<file path="src/rtl/game_pkg.sv">
// game_pkg: round FSM state encoding and default difficulty/score constants
// shared by the round scheduler blocks.
package game_pkg;
    typedef enum logic [2:0] {IDLE, REQUEST, WAIT, JUDGE, PENALTY, OVER} round_state_t;
    localparam int unsigned BASE_RATE = 36000000;
    localparam int unsigned RATE_STEP = 4000000;
    localparam int unsigned MAX_LEVEL = 7;
    localparam int unsigned SCORE_MAX = 999;
endpackage

</file>
<file path="src/rtl/btn_debounce.sv">
// btn_debounce: 2-flop synchronizer plus symmetric debounce counter for an
// active-low button; press_evt_o pulses once per accepted press.
module btn_debounce #(
    parameter int unsigned DEBOUNCE_CYCLES = 120000
) (
    input  logic clk_12MHz,
    input  logic reset,
    input  logic btn_n_i,
    output logic press_evt_o
);
    localparam int CW = $clog2(DEBOUNCE_CYCLES + 1);
    logic [1:0]    sync_q;
    logic          pressed_q, pressed_d, evt_q, evt_d, raw_pressed;
    logic [CW-1:0] cnt_q, cnt_d;

    assign raw_pressed = !sync_q[1];
    assign press_evt_o = evt_q;

    // The counter only runs while the synced level disagrees with the accepted one.
    always_comb begin
        pressed_d = pressed_q;
        evt_d     = 1'b0;
        cnt_d     = '0;
        if (raw_pressed != pressed_q) begin
            if (cnt_q == CW'(DEBOUNCE_CYCLES - 1)) begin
                pressed_d = raw_pressed;
                evt_d     = raw_pressed;
            end else begin
                cnt_d = cnt_q + 1'b1;
            end
        end
    end

    always_ff @(posedge clk_12MHz) begin
        if (!reset) begin
            sync_q    <= 2'b11;
            pressed_q <= 1'b0;
            cnt_q     <= '0;
            evt_q     <= 1'b0;
        end else begin
            sync_q    <= {sync_q[0], btn_n_i};
            pressed_q <= pressed_d;
            cnt_q     <= cnt_d;
            evt_q     <= evt_d;
        end
    end
endmodule

</file>
<file path="src/rtl/round_scheduler.sv">
// round_scheduler: submit/judge/penalty game-flow FSM with operand handshake and
// level-based deduct rate. Wrong-answer lockout is built only with ROUND_SCHED_PENALTY_EN.
module round_scheduler #(
    parameter int unsigned DEBOUNCE_CYCLES = 120000,
    parameter int unsigned PER_LEVEL       = 5,
    parameter int unsigned MAX_LEVEL       = game_pkg::MAX_LEVEL,
    parameter int unsigned BASE_RATE       = game_pkg::BASE_RATE,
    parameter int unsigned RATE_STEP       = game_pkg::RATE_STEP
`ifdef ROUND_SCHED_PENALTY_EN
    , parameter int unsigned PENALTY_CYCLES = 12000000
`endif
) (
    input  logic        clk_12MHz,
    input  logic        reset,
    input  logic        check_answer_i,
    input  logic        answer_correct_i,
    input  logic        health_zero_i,
    input  logic        gen_ack_i,
    output logic        gen_req_o,
    output logic        submit_ok_o,
    output logic        submit_bad_o,
    output logic        locked_o,
    output logic [2:0]  level_o,
    output logic [9:0]  score_o,
    output logic [26:0] deduct_rate_o,
    output logic        game_over_o
);
    import game_pkg::*;
    localparam int PW = $clog2(PER_LEVEL + 1);

    round_state_t  state_q, state_d;
    logic          press_evt, good;
    logic [PW-1:0] per_q, per_d, per_inc;
    logic [2:0]    level_q, level_d;
    logic [9:0]    score_q, score_d;
    logic [26:0]   rate_q, rate_d;
    logic          gen_req_q, ok_q, over_q, lvl_up;

    btn_debounce #(.DEBOUNCE_CYCLES(DEBOUNCE_CYCLES)) u_deb (
        .clk_12MHz   (clk_12MHz),
        .reset       (reset),
        .btn_n_i     (check_answer_i),
        .press_evt_o (press_evt)
    );

    assign good    = state_q == JUDGE && answer_correct_i && !health_zero_i;
    assign per_inc = per_q + 1'b1;
    assign lvl_up  = good && per_inc == PW'(PER_LEVEL);
    assign per_d   = good ? (lvl_up ? '0 : per_inc) : per_q;
    assign level_d = lvl_up && level_q != 3'(MAX_LEVEL) ? level_q + 3'd1 : level_q;
    assign score_d = good && score_q != 10'(SCORE_MAX) ? score_q + 10'd1 : score_q;
    assign rate_d  = 27'(BASE_RATE - RATE_STEP * 32'(level_d));

`ifdef ROUND_SCHED_PENALTY_EN
    localparam int PCW = $clog2(PENALTY_CYCLES + 1);
    logic [PCW-1:0] pen_q;
    logic           bad_q, locked_q;
    assign submit_bad_o = bad_q;
    assign locked_o     = locked_q;
    always_ff @(posedge clk_12MHz) begin
        if (!reset) begin
            pen_q    <= '0;
            bad_q    <= 1'b0;
            locked_q <= 1'b0;
        end else begin
            pen_q    <= state_q == PENALTY ? pen_q + 1'b1 : '0;
            bad_q    <= state_q == JUDGE && !answer_correct_i && !health_zero_i;
            locked_q <= state_d == PENALTY;
        end
    end
`else
    assign submit_bad_o = 1'b0;
    assign locked_o     = 1'b0;
`endif

    // health_zero overrides every transition, OVER is only left through reset.
    always_comb begin
        state_d = state_q;
        case (state_q)
            IDLE:    state_d = REQUEST;
            REQUEST: state_d = gen_ack_i ? WAIT : REQUEST;
            WAIT:    state_d = press_evt ? JUDGE : WAIT;
`ifdef ROUND_SCHED_PENALTY_EN
            JUDGE:   state_d = answer_correct_i ? REQUEST : PENALTY;
            PENALTY: state_d = pen_q == PCW'(PENALTY_CYCLES - 1) ? WAIT : PENALTY;
`else
            JUDGE:   state_d = answer_correct_i ? REQUEST : WAIT;
`endif
            default: state_d = state_q;
        endcase
        if (health_zero_i) state_d = OVER;
    end

    always_ff @(posedge clk_12MHz) begin
        if (!reset) begin
            state_q   <= IDLE;
            per_q     <= '0;
            level_q   <= '0;
            score_q   <= '0;
            rate_q    <= 27'(BASE_RATE);
            gen_req_q <= 1'b0;
            ok_q      <= 1'b0;
            over_q    <= 1'b0;
        end else begin
            state_q   <= state_d;
            per_q     <= per_d;
            level_q   <= level_d;
            score_q   <= score_d;
            rate_q    <= rate_d;
            gen_req_q <= state_d == REQUEST;
            ok_q      <= good;
            over_q    <= state_d == OVER;
        end
    end

    assign gen_req_o     = gen_req_q;
    assign submit_ok_o   = ok_q;
    assign level_o       = level_q;
    assign score_o       = score_q;
    assign deduct_rate_o = rate_q;
    assign game_over_o   = over_q;
endmodule

</file>
<file path="config.mk">
export PLATFORM = sky130hd
export DESIGN_NAME = round_scheduler
export DESIGN_NICKNAME = d
export VERILOG_FILES = /design/src/rtl/game_pkg.sv /design/src/rtl/btn_debounce.sv /design/src/rtl/round_scheduler.sv
export SDC_FILE = /design/constraint.sdc
export NUM_CORES = 1
export LEC_CHECK = 0
export ABC_AREA = 1
export CAP_MARGIN = 20
export CORE_ASPECT_RATIO = 1.2
export CORE_MARGIN = 1
export CORE_UTILIZATION = 31
export CTS_CLUSTER_DIAMETER = 30
export CTS_CLUSTER_SIZE = 25
export DETAILED_ROUTE_END_ITERATION = 7
export PLACE_DENSITY = 0.58
export SKIP_LAST_GASP = 1
export SLEW_MARGIN = 20
export SYNTH_ARGS = -nofsm -noshare
export SYNTH_HDL_FRONTEND = slang
export SYNTH_SLANG_ARGS = --single-unit
</file>
<file path="constraint.sdc">
create_clock -name clk_12MHz -period 3.4 [get_ports clk_12MHz]
set_input_delay 0.34 -clock clk_12MHz [delete_from_list [all_inputs] [get_ports clk_12MHz]]
set_output_delay 0.34 -clock clk_12MHz [all_outputs]
set_load 0.03 [all_outputs]
</file>
==> flow_summary.yaml <==
drt:
  via_count: 2451
  antenna_left: 0
  viasPerCell: 4.45
  drc_errors: 0
  wl_per_cell_um: 10.6
  drt_wl_total_mm: 5.86
  drtPass1Iterations: 4
  drtIter0Drc: 95
power_and_ir_drop:
  p_leak_nw: 1.50
  ir_drop_mv: 0.155
  p_per_area_nw_per_um2: 300
  report.power.total_mw: 1.07
cts:
  cts_tree: "built"
  cts.sinks: 55
  cts-root-buf: "clkbuf_8"
  clk_latency_ns: 0.31
  cts_hold_buf: 0
  clkTransAtPathRegs_ns: 0.10
  numCtsBuffers: 5
  clock_path_buffers: 2
  postCtsSetupBuffers: 0
  htreeDepth: 2
  cts_resized: 0
global_route:
  grt_pass1_vias: 2274
  grt_util_all_layers_pct: 12.0
  grt_max_degree: 25
  grt_overflow: 0
  antenna_found_initial: 0
  grt_pass1_wl_mm: 9.71
worst_setup_path:
  start_kind: "register"
  endpoint_kind: "register"
  critPathMostFrequentCell: "inv_1"
  worst-setup-path-type: "reg -> reg"
  rr_startpoint: "per_q[0]$_SDFFE_PN0P_"
  worstSetupStartpoint: "per_q[0]$_SDFFE_PN0P_"
  crit_required_ns: 3.60
  worst_path_max_delay_cell: "fa_1"
  path_cells: "ha_1 -> inv_1 -> nand2_1 -> nand3_2 -> nor2_4 -> nand2_4 -> xor2_4 -> inv_1 -> fa_1 -> inv_1 -> fa_1 -> xor2_1 -> inv_1 -> nand2_1 -> nor2_1 -> nor2_1 -> o21ai_1"
  critPathMaxFanout: 4
  arrival_ns: 3.33
  cp_slowest_stage_delay_ns: 0.54
layout:
  antenna_cells: 0
  drive_gt1_share_pct: 10.4
  areaGrowthSynthToFinish_pct: 19.1
  nNetsFinal: 459
  fin_util_pct: 38.6
  layoutNonFillerInstCount: 551
floorplan:
  initial_utilization_pct: 32.4
  design.core.area_um2: 9220
  die_height_um: 110
  io_pins: 51
  core.rowCount: 38
  die-area_um2: 10000
  die_x_um: 91.6
synth:
  synthCells: 388
  synth.distinct_cells: 37
  synth_commonest_cells: "nand2_1, dfxtp_1, inv_1, nor2_1, a21oi_1"
  ys.flop_type: "dfxtp_1"
  async_reset_ff_share_pct: 0
  synth.yosys.seq_area_share_pct: 36.9
  synth_top_area_share_pct: 36.9
  yosys-top-cells-area: "dfxtp_1, nand2_1, ha_1"
  syn_avg_cell_area_um2: 7.70
  yosys.area.top_type: "dfxtp_1"
  synth_edf_count: 0
  synth_most_common_cell: "nand2_1"
  ys_seq_elements: 55
  yosys_warnings: 0
  netlist_area_um2: 2990
status:
  status: "finished clean"
placement:
  io_buffers: 38
  place_hpwl_mm: 4.43
  dp.cells: 543
  gp_congestion: 0.806
sta:
  finalCriticalPeriod_ns: 3.13
  slew_headroom_pct: 45.3
  max_freq_ghz: 0.319
  finalHoldViolCount: 0
  maxSlewViolCount: 0
  fin_skew_ns: 0.00765
  finalSetupTns_ns: 0
  finalCritPeriodShare_pct: 92.1
  grt_setup_unrepaired: "false"
  worst_pin_slew_ns: 0.819
  finalSetupViolations: 0
flow_run:
  cap_violations: 0
min_path:
  min-delay-start: "u_deb.sync_q[0]$_SDFF_PN1_"
  min-delay-path-class: "reg -> reg"
flip-flops by register name, indices dropped and copies added (netlist names):
name               count
u_deb.press_evt_o      1
u_deb.pressed_q        1
state_q                3
u_deb.cnt_q           17
u_deb.sync_q           2
game_over_o            1
level_o                3
submit_ok_o            1
deduct_rate_o         12
per_q                  3
score_o               10
gen_req_o              1
layout by cell type (no fill, tap or decap), drive strengths merged, types with 4 or more instances in the layout:
cell type | synthesis | layout
o21ai | 9 | 9
clkdlybuf4s50 | 0 | 38
nand2 | 82 | 82
ha | 19 | 19
buf | 20 | 8
conb | 1 | 12
inv | 52 | 52
or2 | 6 | 6
nor3 | 13 | 13
nand3b | 4 | 4
dfxtp | 55 | 55
a21oi | 23 | 23
xor2 | 16 | 16
fa | 4 | 4
clkbuf | 2 | 6
nand3 | 19 | 19
nor2 | 48 | 48
nand4 | 6 | 6
final timing paths:
path / end / depth (start not counted) / slack, ns
worst max-delay path: deduct_rate_o[25]$_SDFF_PN1_ / 17 / 0.27
worst min-delay path: u_deb.sync_q[1]$_SDFF_PN1_ / 1 / 0.42
worst max register to register: deduct_rate_o[25]$_SDFF_PN1_ / 17 / 0.27
worst min register to register: u_deb.sync_q[1]$_SDFF_PN1_ / 1 / 0.42
per-layer routing:
layer,track usage [%],wire [µm]
met5,0,0
met2,22.0,2870
met3,2.56,190
met4,3.85,70
met1,13.9,2730
metrics by stage:
| stage | hold WS (ns) | instance area, µm² | setup slack (ns) |
|---|---|---|---|
| 2_1_floorplan | 0.393 | 3030 | 0.153 |
| 3_3_place_gp | 0.399 | 3460 | 0.0945 |
| 3_5_place_dp | 0.399 | 3460 | 0.0584 |
| 4_1_cts | 0.424 | 3550 | 0.226 |
| 5_1_grt | 0.434 | 3560 | 0.0109 |
| 6_report | 0.420 | 3560 | 0.269 |
area by class of cell:
type	instances	area, µm²
clock inverter	2	12.5
tap	120	150
multi-input combinational	270	1590
inverter	52	195
timing repair buffer	46	440
clock buffer	6	72.6
fill	984	5660
sequential	55	1100
critical path: cells and delay by family (launching register included):
| kind | cells | cell delay (ns) |
|---|---|---|
| compound gates | 1 | 0.07 |
| simple gates | 7 | 0.64 |
| xor+xnor | 2 | 0.46 |
| fa+ha+maj | 3 | 1.17 |
| flops | 1 | 0.36 |
| buf+inv | 4 | 0.34 |
cell families after synthesis:
family                     after synthesis  synth area share, %
AOI/OAI and AO/OA                       36                 6.32
xor gates and xnor gates                18                 5.90
adders and majority gates               23                 10.6
buffers and inverters                   74                 11.9
DFF                                     55                 36.9
other                                    1                0.126
and+or+nand+nor                        181                 28.3
power breakdown:
part / total (mW) / switching [mW] / internal (mW)
clock network: 0.357 / 0.213 / 0.145
registers: 0.653 / 0.00395 / 0.649
logic: 0.0567 / 0.0414 / 0.0153
total: 1.07 / 0.258 / 0.809
No activity file was read; power rests on OpenSTA's default activity.
